===== config.mk =====
export PLATFORM = sky130hd
export DESIGN_NAME = ysyx_22050854_divider_seq
export DESIGN_NICKNAME = d
export VERILOG_FILES = /design/src/rtl/ysyx_22050854_divider_seq.sv
export SDC_FILE = /design/constraint.sdc
export NUM_CORES = 1
export LEC_CHECK = 0
export BUFFER_PORTS_ARGS = -buffer_cell sky130_fd_sc_hd__buf_2
export CORE_ASPECT_RATIO = 0.7
export CORE_MARGIN = 3
export CORE_UTILIZATION = 35
export CTS_CLUSTER_SIZE = 10
export DETAILED_ROUTE_END_ITERATION = 16
export PLACE_DENSITY_LB_ADDON = 0.08
export SLEW_MARGIN = 20
export SYNTH_ARGS = -nofsm -noshare
export SYNTH_HDL_FRONTEND = slang
export SYNTH_SLANG_ARGS = --single-unit

===== constraint.sdc =====
create_clock -name clk -period 14.4 [get_ports clk]
set_clock_uncertainty 0.2 [all_clocks]
set_input_delay 1.44 -clock clk [delete_from_list [all_inputs] [get_ports clk]]
set_output_delay 1.44 -clock clk [all_outputs]
set_load 0.1 [all_outputs]

===== src/rtl/ysyx_22050854_divider_seq.sv =====
// ysyx_22050854_divider_seq: 64-bit radix-2 restoring divider for RV64M (DIV/DIVU/REM/REMU and W forms).
// Define DIV_SPECIAL_FAST_EN to resolve divide-by-zero and signed overflow in one cycle.
module ysyx_22050854_divider_seq (
   input  logic        clk,
   input  logic        rst_n,
   input  logic        flush,
   input  logic        div_valid,
   output logic        div_ready,
   input  logic        div_signed,
   input  logic        div_word,
   input  logic [63:0] dividend,
   input  logic [63:0] divisor,
   output logic        out_valid,
   input  logic        out_ready,
   output logic [63:0] quotient,
   output logic [63:0] remainder
);
`ifdef DIV_SPECIAL_FAST_EN
   localparam logic FAST = 1'b1;
`else
   localparam logic FAST = 1'b0;
`endif
   typedef enum logic [1:0] {IDLE, CALC, DONE} state_t;
   state_t state, state_nx;
   logic [63:0] dvd, dvs, rem, orig;
   logic [5:0]  cnt;
   logic        q_neg, r_neg, word, div0, special;
   logic [63:0] a_eff, b_eff, a_abs, b_abs, q_raw, rem_nx, q_fin, r_fin;
   logic [64:0] shifted, diff;
   logic        a_neg, b_neg, is_div0, is_ovf, special_in, accept, ge;

   function automatic logic [63:0] fin(input logic [63:0] x, input logic w);
      return w ? {{32{x[31]}}, x[31:0]} : x;
   endfunction

   assign div_ready  = (state == IDLE);
   assign out_valid  = (state == DONE);
   assign accept     = div_valid & div_ready & ~flush;
   assign a_eff      = div_word ? {{32{div_signed & dividend[31]}}, dividend[31:0]} : dividend;
   assign b_eff      = div_word ? {{32{div_signed & divisor[31]}}, divisor[31:0]} : divisor;
   assign a_neg      = div_signed & a_eff[63];
   assign b_neg      = div_signed & b_eff[63];
   assign a_abs      = a_neg ? -a_eff : a_eff;
   assign b_abs      = b_neg ? -b_eff : b_eff;
   assign is_div0    = (b_eff == 64'd0);
   assign is_ovf     = div_signed & (&b_eff) &
                       (a_eff == (div_word ? 64'hFFFF_FFFF_8000_0000 : 64'h8000_0000_0000_0000));
   assign special_in = is_div0 | is_ovf;
   // One restoring step: shift in the next dividend bit, keep the difference if non-negative
   assign shifted    = {rem, dvd[63]};
   assign diff       = shifted - {1'b0, dvs};
   assign ge         = ~diff[64];
   assign rem_nx     = ge ? diff[63:0] : shifted[63:0];
   assign q_raw      = {dvd[62:0], ge};
   assign q_fin      = special ? (div0 ? 64'hFFFF_FFFF_FFFF_FFFF : orig) : (q_neg ? -q_raw : q_raw);
   assign r_fin      = special ? (div0 ? orig : 64'd0) : (r_neg ? -rem_nx : rem_nx);

   always_comb begin
      state_nx = state;
      if (flush) state_nx = IDLE;
      else if (state == IDLE && div_valid) state_nx = (FAST && special_in) ? DONE : CALC;
      else if (state == CALC && (&cnt)) state_nx = DONE;
      else if (state == DONE && out_ready) state_nx = IDLE;
   end

   always_ff @(posedge clk or negedge rst_n) begin
      if (!rst_n) state <= IDLE;
      else state <= state_nx;
   end

   always_ff @(posedge clk or negedge rst_n) begin
      if (!rst_n) begin
         dvd       <= '0;
         dvs       <= '0;
         rem       <= '0;
         orig      <= '0;
         cnt       <= '0;
         q_neg     <= 1'b0;
         r_neg     <= 1'b0;
         word      <= 1'b0;
         div0      <= 1'b0;
         special   <= 1'b0;
         quotient  <= '0;
         remainder <= '0;
      end else if (accept) begin
         dvd     <= a_abs;
         dvs     <= b_abs;
         rem     <= '0;
         orig    <= a_eff;
         cnt     <= '0;
         q_neg   <= a_neg ^ b_neg;
         r_neg   <= a_neg;
         word    <= div_word;
         div0    <= is_div0;
         special <= special_in;
         if (FAST && special_in) begin
            quotient  <= fin(is_div0 ? 64'hFFFF_FFFF_FFFF_FFFF : a_eff, div_word);
            remainder <= fin(is_div0 ? a_eff : 64'd0, div_word);
         end
      end else if (state == CALC && !flush) begin
         dvd <= q_raw;
         rem <= rem_nx;
         cnt <= cnt + 6'd1;
         if (&cnt) begin
            quotient  <= fin(q_fin, word);
            remainder <= fin(r_fin, word);
         end
      end
   end
endmodule


==> results.md, run 1 <==
Outcome:
- The run finished with clean final reports.

Worst setup path:
- The critical path in this run is classified as reg -> reg.
- Data on the critical path arrives at its endpoint at between 7 and 8 ns.
- The sort of element at the end of the critical path is a flip-flop.
- The required time at the worst-slack endpoint is approximately 15 ns.
- The internal reg-to-reg setup slack is around 7.4 ns.
- The worst flop-to-flop path endpoint is remainder[50].
- Along the worst path, the maximum fanout reaches 52.
- The reg-to-reg startpoint is rem[42].
- Counting cells, the worst reg-to-reg path comes to 23.
- The startpoint class of the critical path is a flip-flop.

Drt:
- The detailed-route wire length per cell is approximately 26 um.
- The final layout contains routed wiring with a total length of approximately 130000 um.
- In the routed design, unresolved DRC markers number 0.
- Once detail routing completed, the nets flagged for antenna violations numbered 0.
- Using the TritonRoute via totals, the vias-per-cell ratio works out to 5.94.
- The first detailed-routing pass took 5 iterations.
- In this run, the number of DRC markers left after iteration 0 of detailed routing was approximately 3200.
- Across all layers, the routed design uses between 30000 and 40000 vias.

Timing:
- At the pin with the least slew margin, the transition time is ~1.2 ns.
- The final max-slew violation count was 0.
- In the final timing run, aggregate negative setup slack is 0 ns.
- Hold is met by approximately 0.27 ns.
- The share of the clock period used by the worst path is 0.488.
- Setup repair after global routing left no endpoint under its margin.
- The time the worst path needs with I/O delays and setup is approximately 7 ns.
- The tightest slew margin relative to the limit is 0.163.
- In the post-route analysis, the smallest setup slack over all paths is around 7.4 ns.
- Derived from the worst setup path, the maximum achievable clock frequency is between 100 and 150 MHz.
- The count of final hold-check violations was 0.
- The number of setup violations in the final report is 0.

Clocking:
- The clock-pin slew reported for the worst setup and hold paths after clock tree synthesis is 0.07 ns.
- The depth of the CTS H-tree is 2.
- CTS saw a little under 400 sinks.
- The number of CTS-inserted buffers is 48.
- The post-CTS setup-driven buffer insertion count is 0.
- The clock latency on the worst-skew pair is 0.63 ns.
- The post-cts hold buffer count is 0.
- Once the clock tree was built, the resizer swapped 0 gates to a different size.
- The TritonCTS clock tree is built.
- The maximum clock path buffer count is 3.
- The cell sitting at the root of the clock tree is a sky130_fd_sc_hd__clkbuf_16.

Place:
- The estimated wirelength of the detail-placed design is ~100000 um.
- In this run the cell area measured after placement is between 0.03 and 0.04 sq mm.
- At the placement stage, the worst setup path has a slack of between 7 and 8 ns.
- Buffers placed on the I/O ports in this run total between 200 and 300.
- The final RePlAce weighted congestion is roughly 1.
- The number of cells in the design after placement is 4975.

Logic synthesis:
- Of all cell types, the one taking the most synthesized area is sky130_fd_sc_hd__dfrtp_1.
- By area the synthesized netlist is led by sky130_fd_sc_hd__dfrtp_1 34%, sky130_fd_sc_hd__nand2_1 7.4%, sky130_fd_sc_hd__o21ai_0 6.7%, sky130_fd_sc_hd__nor2_1 4.5%, sky130_fd_sc_hd__xnor2_1 4.4%.
- The post-synthesis cell area is approximately 0.03 sq mm.
- The most frequent cell after synthesis is sky130_fd_sc_hd__nand2_1.
- For this run, the leading register cell type out of synthesis is sky130_fd_sc_hd__dfrtp_1.
- After synthesis the netlist holds a flip-flop and latch count of slightly below 400.
- Averaged over all synthesized cells, the footprint is between 7 and 8 sq um.
- In the synthesized netlist, the cells that appear most often are 582 x sky130_fd_sc_hd__nand2_1, 397 x sky130_fd_sc_hd__dfrtp_1, 395 x sky130_fd_sc_hd__o21ai_0.
- The number of different library cells in the post-synthesis netlist is 111.
- The share of synthesized area in the top cell type comes to 0.335.
- The sequential share of the synthesized area is 0.335.
- Yosys printed 0 warnings.
- The instance count of the mapped netlist is approximately 3800.
- In this run, synthesis inferred 0 flip-flops with an integrated enable.
- The net count of the mapped netlist is 3994.
- The share of flip-flops with an asynchronous set or reset is 1.00.

Global routing:
- Summed over all layers, the global routing overflow is 0.
- The pin count of the biggest net entering global routing is about 120.
- Across every metal layer, demand over resource in global routing totals 0.287.
- The initial antenna violation count is 4.
- The wire length of the first global-routing pass is approximately 190000 um.
- The number of global-route vias before repair was about 28000.

Cells and area:
- The fraction of final layout cells with drive strength greater than 1 is 0.121.
- For this run, the number of standard cells in the final layout without fillers is roughly 5000.
- The total non-filler cell area in the finished layout is 0.0332 sq mm.
- The share of the core filled with cells in the final layout is 0.400.
- The area growth from synthesis to layout is 12.2%.
- The total number of nets in the final design is around 4100.

Run:
- The number of maximum-capacitance violations is 0.

Worst hold path:
- The number of cells on the worst hold path is 2.
- The path category of the worst min-delay check is reg -> reg.
- The worst hold path begins at quotient[24].
- For hold timing, the worst endpoint is quotient[24].

Pwr:
- The peak ir drop on the vdd network is 0.0875 mV.
- The overall power consumption is roughly 3.9 mW.
- The power density over the cells is approximately 120 mW/mm^2.
- The leakage power is between 10 and 15 nW.

Floorplanning:
- The starting utilization of the core area is 0.356.
- For this design the top-level I/O count stands at 265.
- The height of the chip is about 250 um.
- The area of the core is ~0.083 sq mm.
- The area of the die is ~0.088 sq mm.
- The die span in x is 354 um.
- The row count is 88.
-- cell families (layout without fill, tap and decap cells) --
logic type	Yosys count	count (layout)	share of synthesized area
XOR/XNOR	270	270	0.0807
multiplexers	62	62	0.0218
flip-flops	397	397	0.335
buffers and inverters	341	475	0.0466
adder cells (fa/ha/maj)	71	71	0.0302
AO/OA/AOI/OAI	1224	1224	0.264
AND/OR/NAND/NOR	1423	1423	0.222
other	0	5	0
-- worst max-delay path by stage --
stage	start	to	slack, ns	cells after the start
2_1_floorplan	dvd[63]	remainder[62]	8.28	30
3_3_place_gp	rem[42]	remainder[50]	7.67	21
3_5_place_dp	rem[42]	remainder[50]	7.52	21
4_1_cts	rem[42]	remainder[56]	7.52	21
5_1_grt	rem[42]	remainder[50]	6.80	23
6_report	rem[42]	remainder[50]	7.37	23
-- cell usage in the layout (no fill, tap or decap), types with 12 or more instances in the layout --
cell type	count
sky130_fd_sc_hd__nor2b_1	12
sky130_fd_sc_hd__a221oi_1	18
sky130_fd_sc_hd__clkbuf_16	48
sky130_fd_sc_hd__nor2_1	350
sky130_fd_sc_hd__and3_1	16
sky130_fd_sc_hd__or4_1	24
sky130_fd_sc_hd__nand2b_1	18
sky130_fd_sc_hd__nor4_1	64
sky130_fd_sc_hd__a21oi_1	236
sky130_fd_sc_hd__or2_2	18
sky130_fd_sc_hd__or3_1	48
sky130_fd_sc_hd__ha_1	70
sky130_fd_sc_hd__o21ai_1	23
sky130_fd_sc_hd__xnor2_1	146
sky130_fd_sc_hd__and2_1	19
sky130_fd_sc_hd__mux2i_1	43
sky130_fd_sc_hd__o21bai_1	13
sky130_fd_sc_hd__o22a_1	31
sky130_fd_sc_hd__o21ai_0	394
sky130_fd_sc_hd__o21a_1	20
sky130_fd_sc_hd__a31oi_1	62
sky130_fd_sc_hd__o31ai_1	49
sky130_fd_sc_hd__xor2_1	120
sky130_fd_sc_hd__dfrtp_1	394
sky130_fd_sc_hd__o211ai_1	25
sky130_fd_sc_hd__nand2_1	582
sky130_fd_sc_hd__mux2_2	18
sky130_fd_sc_hd__nand4_1	67
sky130_fd_sc_hd__a21o_1	43
sky130_fd_sc_hd__buf_2	263
sky130_fd_sc_hd__nor3_1	86
sky130_fd_sc_hd__o41ai_1	19
sky130_fd_sc_hd__o22ai_1	61
sky130_fd_sc_hd__clkbuf_1	12
sky130_fd_sc_hd__nand3_1	57
sky130_fd_sc_hd__inv_1	89
sky130_fd_sc_hd__buf_4	44
sky130_fd_sc_hd__a211oi_1	25
sky130_fd_sc_hd__a22oi_1	62
-- state kept, by name (all words and copies together) (netlist names), 2 cells and up --
register	flops
remainder	64
dvd	64
quotient	64
dvs	64
cnt	6
rem	64
orig	64
state	2
-- final cells by class --
type | count | area, sq um
inverter | 93 | 352
multi-input combinational | 3050 | 18400
antenna | 5 | 12.5
sequential | 397 | 9940
fill | 8713 | 49900
timing repair buffer | 310 | 1690
tap | 1125 | 1410
clock buffer | 67 | 1340
clock inverter | 5 | 104
-- routing by layer --
layer,track usage,up-vias,wire length [um]
met2,0.381,1242,50900
met5,0,-,0
met4,0.0460,0,2090
li1,-,14000,-
met3,0.0782,118,12800
met1,0.458,14700,65900
-- report_power, final --
| group | internal (mW) | switching (mW) |
|---|---|---|
| clock | 0.663 | 0.522 |
| sequential | 1.25 | 0.179 |
| combinational | 0.422 | 0.840 |
| total | 2.33 | 1.54 |
-- critical path: stages (launching register included) --
cell	delay, ns
sky130_fd_sc_hd__dfrtp_1	0.46
sky130_fd_sc_hd__ha_1	0.41
sky130_fd_sc_hd__a21oi_1	0.26
sky130_fd_sc_hd__o21ai_1	0.23
sky130_fd_sc_hd__a21boi_1	0.34
sky130_fd_sc_hd__o21ai_0	0.26
sky130_fd_sc_hd__a211oi_1	0.43
sky130_fd_sc_hd__o31a_1	0.59
sky130_fd_sc_hd__nor2_8	0.04
sky130_fd_sc_hd__inv_4	0.43
sky130_fd_sc_hd__nor2_1	0.08
sky130_fd_sc_hd__a21oi_1	0.23
sky130_fd_sc_hd__ha_1	0.35
sky130_fd_sc_hd__nand2_1	0.11
sky130_fd_sc_hd__or4_1	0.58
sky130_fd_sc_hd__nor3_1	0.22
sky130_fd_sc_hd__o21ai_0	0.12
sky130_fd_sc_hd__o31a_1	0.19
sky130_fd_sc_hd__a2111oi_2	0.55
sky130_fd_sc_hd__nand3_1	0.21
sky130_fd_sc_hd__o21ai_1	0.20
sky130_fd_sc_hd__xor2_1	0.09
sky130_fd_sc_hd__a221oi_1	0.27
sky130_fd_sc_hd__nor2_1	0.06
(Power assumes the default switching activity.)
==> run 2: changes to the inputs <==
clock period = 6.6 ns   (was 14.4 ns; I/O delays follow)
==> run 2 against run 1 <==
Final cell count increased by 1.0%. Sequential cell count unchanged. Wire length increased by 2.2%. Critical path depth decreased by 6. Sequential share of layout area fell by 0.37 points. Sequential power rose by 120%. Total power is 120% higher. Core utilization grew 0.50 points. First-iteration DRC count shrank 3.4%. Global-route usage up 0.61 points. Non-clock buffer count up 57. Setup slack got worse by 7.0 ns. Critical endpoint is now remainder[61].
==> results.md, run 2 (same netlist as run 1, synthesis figures left out) <==
Global routing:
- The wire length of the first global-routing pass is 196000 um (+1.4%).
- The final global-route overflow total is 0 (unchanged).
- The global routing usage on met3 is 0.109 (+0.0303).
- The global routing stage identified its most utilized layer as met1.
- The number of global-route vias before repair is 27700 (+0.44%).
- The pin count of the biggest net entering global routing is 156 (+28%).
- The met2 routing resource usage after global routing was 0.385 (+0.00340).
- The met1 demand-to-capacity share in global routing is 0.448 (-0.00975).
- The initial antenna violation count is 4 (unchanged).
- The overall global routing resource usage is 0.293 (+0.00613).

Drt:
- The detailed-route wire length is 135000 um (+2.2%).
- The average via count per standard cell is 5.88 (-1.0%).
- The count of unresolved DRC violations after routing is 0 (unchanged).
- The number of detailed-routing iterations run before antenna repair is 5 (unchanged).
- The via count came to 30000 (+0.010%).
- The remaining antenna violation count is 0 (unchanged).
- The number of violations reported at the end of detailed-routing iteration 0 is 3109 (-3.4%).
- The detailed-route wire length per cell is 26.4 um (+1.2%).

Timing:
- The number of setup violations in the final report is 0 (unchanged).
- The count of final hold-check violations is 0 (unchanged).
- The total negative slack was 0 ns (unchanged).
- Setup repair after global routing left no endpoint under its margin.
- The final max-slew violation count was 0 (unchanged).
- The time the worst path needs with I/O delays and setup is 6.20 ns (-0.828 ns).
- The share of the clock period used by the worst path is 0.939 (+0.451).
- The measured slew at the worst slew-check pin was 1.18 ns (-0.0620 ns).
- The highest clock rate is 161 MHz (+13%).
- The tightest slew margin relative to the limit is 0.203 (+0.0405).

Clocking:
- The post-CTS setup-driven buffer insertion count came to 0 (unchanged).
- The maximum clock path buffer count is 3 (unchanged).
- The depth of the CTS H-tree is 2 (unchanged).
- The clock-pin slew reported for the worst setup and hold paths after clock tree synthesis is 0.06 ns (about the same).
- The clock root buffer is sky130_fd_sc_hd__clkbuf_16.
- The number of CTS-inserted buffers was 48 (unchanged).
- The TritonCTS clock tree is built.
- The total clock sinks is 397 (unchanged).
- The clock latency on the worst-skew pair came to 0.62 ns (about the same).

Place:
- The number of buffer cells added on primary ports is 264 (unchanged).
- The final RePlAce weighted congestion came to 0.991 (+2.1%).
- The instance area after placement is 0.0322 sq mm (+1.5%).
- The estimated wirelength of the detail-placed design came to 103000 um (+2.6%).
- The number of cells in the design after placement came to 5031 (+1.1%).

Floorplanning:
- The height of the chip was 249 um (unchanged).
- The area of the core is 0.0831 sq mm (unchanged).
- The row count came to 88 (unchanged).
- The die span in x is 354 um (unchanged).
- The starting utilization of the core area is 0.356 (unchanged).
- The area of the die came to 0.0883 sq mm (unchanged).
- The number of ports placed on the die boundary was 265 (unchanged).

Pwr:
- The peak ir drop on the vdd network was 0.163 mV (+86%).
- The power density over the cells is 251 mW/mm^2 (+120%).
- The leakage power came to 14.4 nW (+2.0%).
- The overall power consumption was 8.46 mW (+120%).

Cells and area:
- The total area of sequential cells is 0.00994 sq mm (unchanged).
- The final cell count without fillers is 5105 (+1.0%).
- The most common cell after layout, fill and taps aside is sky130_fd_sc_hd__nand2_1.
- The total number of nets in the final design is 4163 (+1.4%).
- The area occupied by multi-input gates came to 0.0184 sq mm (about the same).
- The area growth from synthesis to layout is 13.6%.
- The fill cell instance count of the final layout is 8711 (-0.023%).
- The total non-filler cell area in the finished layout is 0.0337 sq mm (+1.3%).
- The share of the core filled with cells in the final layout is 0.405 (+0.00501).
- The top cell types in the final layout, fill and taps aside, are 582 x sky130_fd_sc_hd__nand2_1, 394 x sky130_fd_sc_hd__o21ai_0, 394 x sky130_fd_sc_hd__dfrtp_1.
- The fraction of final layout cells with drive strength greater than 1 is 0.133 (+0.0122).

Worst setup path:
- The most critical setup path has its startpoint at rem[7].
- The worst reg-to-reg path cell count came to 17 (-26%).
- The startpoint identified for the worst register-to-register timing path is rem[7].
- The startpoint class of the critical path is a flip-flop.
- The endpoint arrival time on the critical path is 6.55 ns (-0.79 ns).
- The required time at the worst-slack endpoint came to 6.95 ns (-7.77 ns).
- The category of the critical setup timing path is reg -> reg.
- The sort of element at the end of the critical path is a flip-flop.
- The maximum fanout along the worst path came to 11 (-79%).

Outcome:
- The run finished with clean final reports.

Run:
- The number of maximum-capacitance violations came to 0 (unchanged).

Worst hold path:
- The launch instance of the worst min-delay path is flush.
- In this run the worst hold path is classified as in -> reg.
- The number of cells on the worst hold path is 2 (unchanged).
run 2: cell count changes in the layout (fill, tap and decap cells not counted), moves of 2 or more:
cell                       previous run  this run
sky130_fd_sc_hd__clkbuf_8             7         5
sky130_fd_sc_hd__xnor2_1            146       148
sky130_fd_sc_hd__clkinv_2             0         5
sky130_fd_sc_hd__clkbuf_1            12         8
sky130_fd_sc_hd__xnor2_2              2         0
sky130_fd_sc_hd__buf_4               44        97
sky130_fd_sc_hd__buf_12               1         5
run 2: critical path: stages, from the launching register on:
cell,delay [ns]
sky130_fd_sc_hd__dfrtp_1,0.45
sky130_fd_sc_hd__ha_1,0.46
sky130_fd_sc_hd__a21oi_2,0.23
sky130_fd_sc_hd__o21ai_1,0.21
sky130_fd_sc_hd__or2_2,0.38
sky130_fd_sc_hd__o21ai_0,0.93
sky130_fd_sc_hd__a32oi_1,0.52
sky130_fd_sc_hd__nor3_1,0.27
sky130_fd_sc_hd__buf_4,0.17
sky130_fd_sc_hd__nand4_1,0.14
sky130_fd_sc_hd__o311a_1,0.35
sky130_fd_sc_hd__xor2_1,0.18
sky130_fd_sc_hd__o21a_1,0.19
sky130_fd_sc_hd__o21ai_1,0.78
sky130_fd_sc_hd__buf_4,0.34
sky130_fd_sc_hd__a221oi_1,0.07
sky130_fd_sc_hd__buf_4,0.17
sky130_fd_sc_hd__nor2_1,0.08
run 2: path summary, 6_finish.rpt:
kind                                 end  slack [ns]
max                        remainder[61]        0.40
min                             state[1]        0.04
max reg2reg                remainder[61]        0.40
min reg2reg                remainder[18]        0.27
max in group asynchronous        dvs[47]        4.25
min in group asynchronous         dvs[6]        0.45
run 2: layout make-up:
class | instances | area share
Tap cell | 1125 | 0.0418
Inverter | 93 | 0.0104
Sequential cell | 397 | 0.295
Clock inverter | 7 | 0.00193
Clock buffer | 62 | 0.0394
Timing Repair Buffer | 367 | 0.0645
Multi-Input combinational cell | 3050 | 0.546
Antenna cell | 4 | 0.000297
run 2: report_power, final:
part,switching (mW),internal [mW],leakage (nW)
clock,1.14,1.40,0.688
combinational,1.82,0.959,8.56
sequential,0.419,2.72,5.21
run 2: per-layer routing:
metal  vias up  share of wire  wire, um
met5         -       0.000067         9
met4         2          0.018      2450
met3       125           0.11     15300
met2      1225           0.38     51800
met1     14600           0.48     65100
li1      14100              -         -
run 2: what timing repair did:
action / CTS / global route
endpoints found under the hold margin: 91 / 0
gates resized for setup: 0 / 2
hold buffers: 1 / 0
setup endpoints to repair: 0 / 5
run 2: through the flow:
step,worst slack (ns),hold slack (ns)
after global placement,0.553,0.258
after detailed placement,0.442,0.266
after global routing,0.0584,0.0350
after floorplan,0.483,0.164
final,0.401,0.0416
after CTS,0.404,0.00285
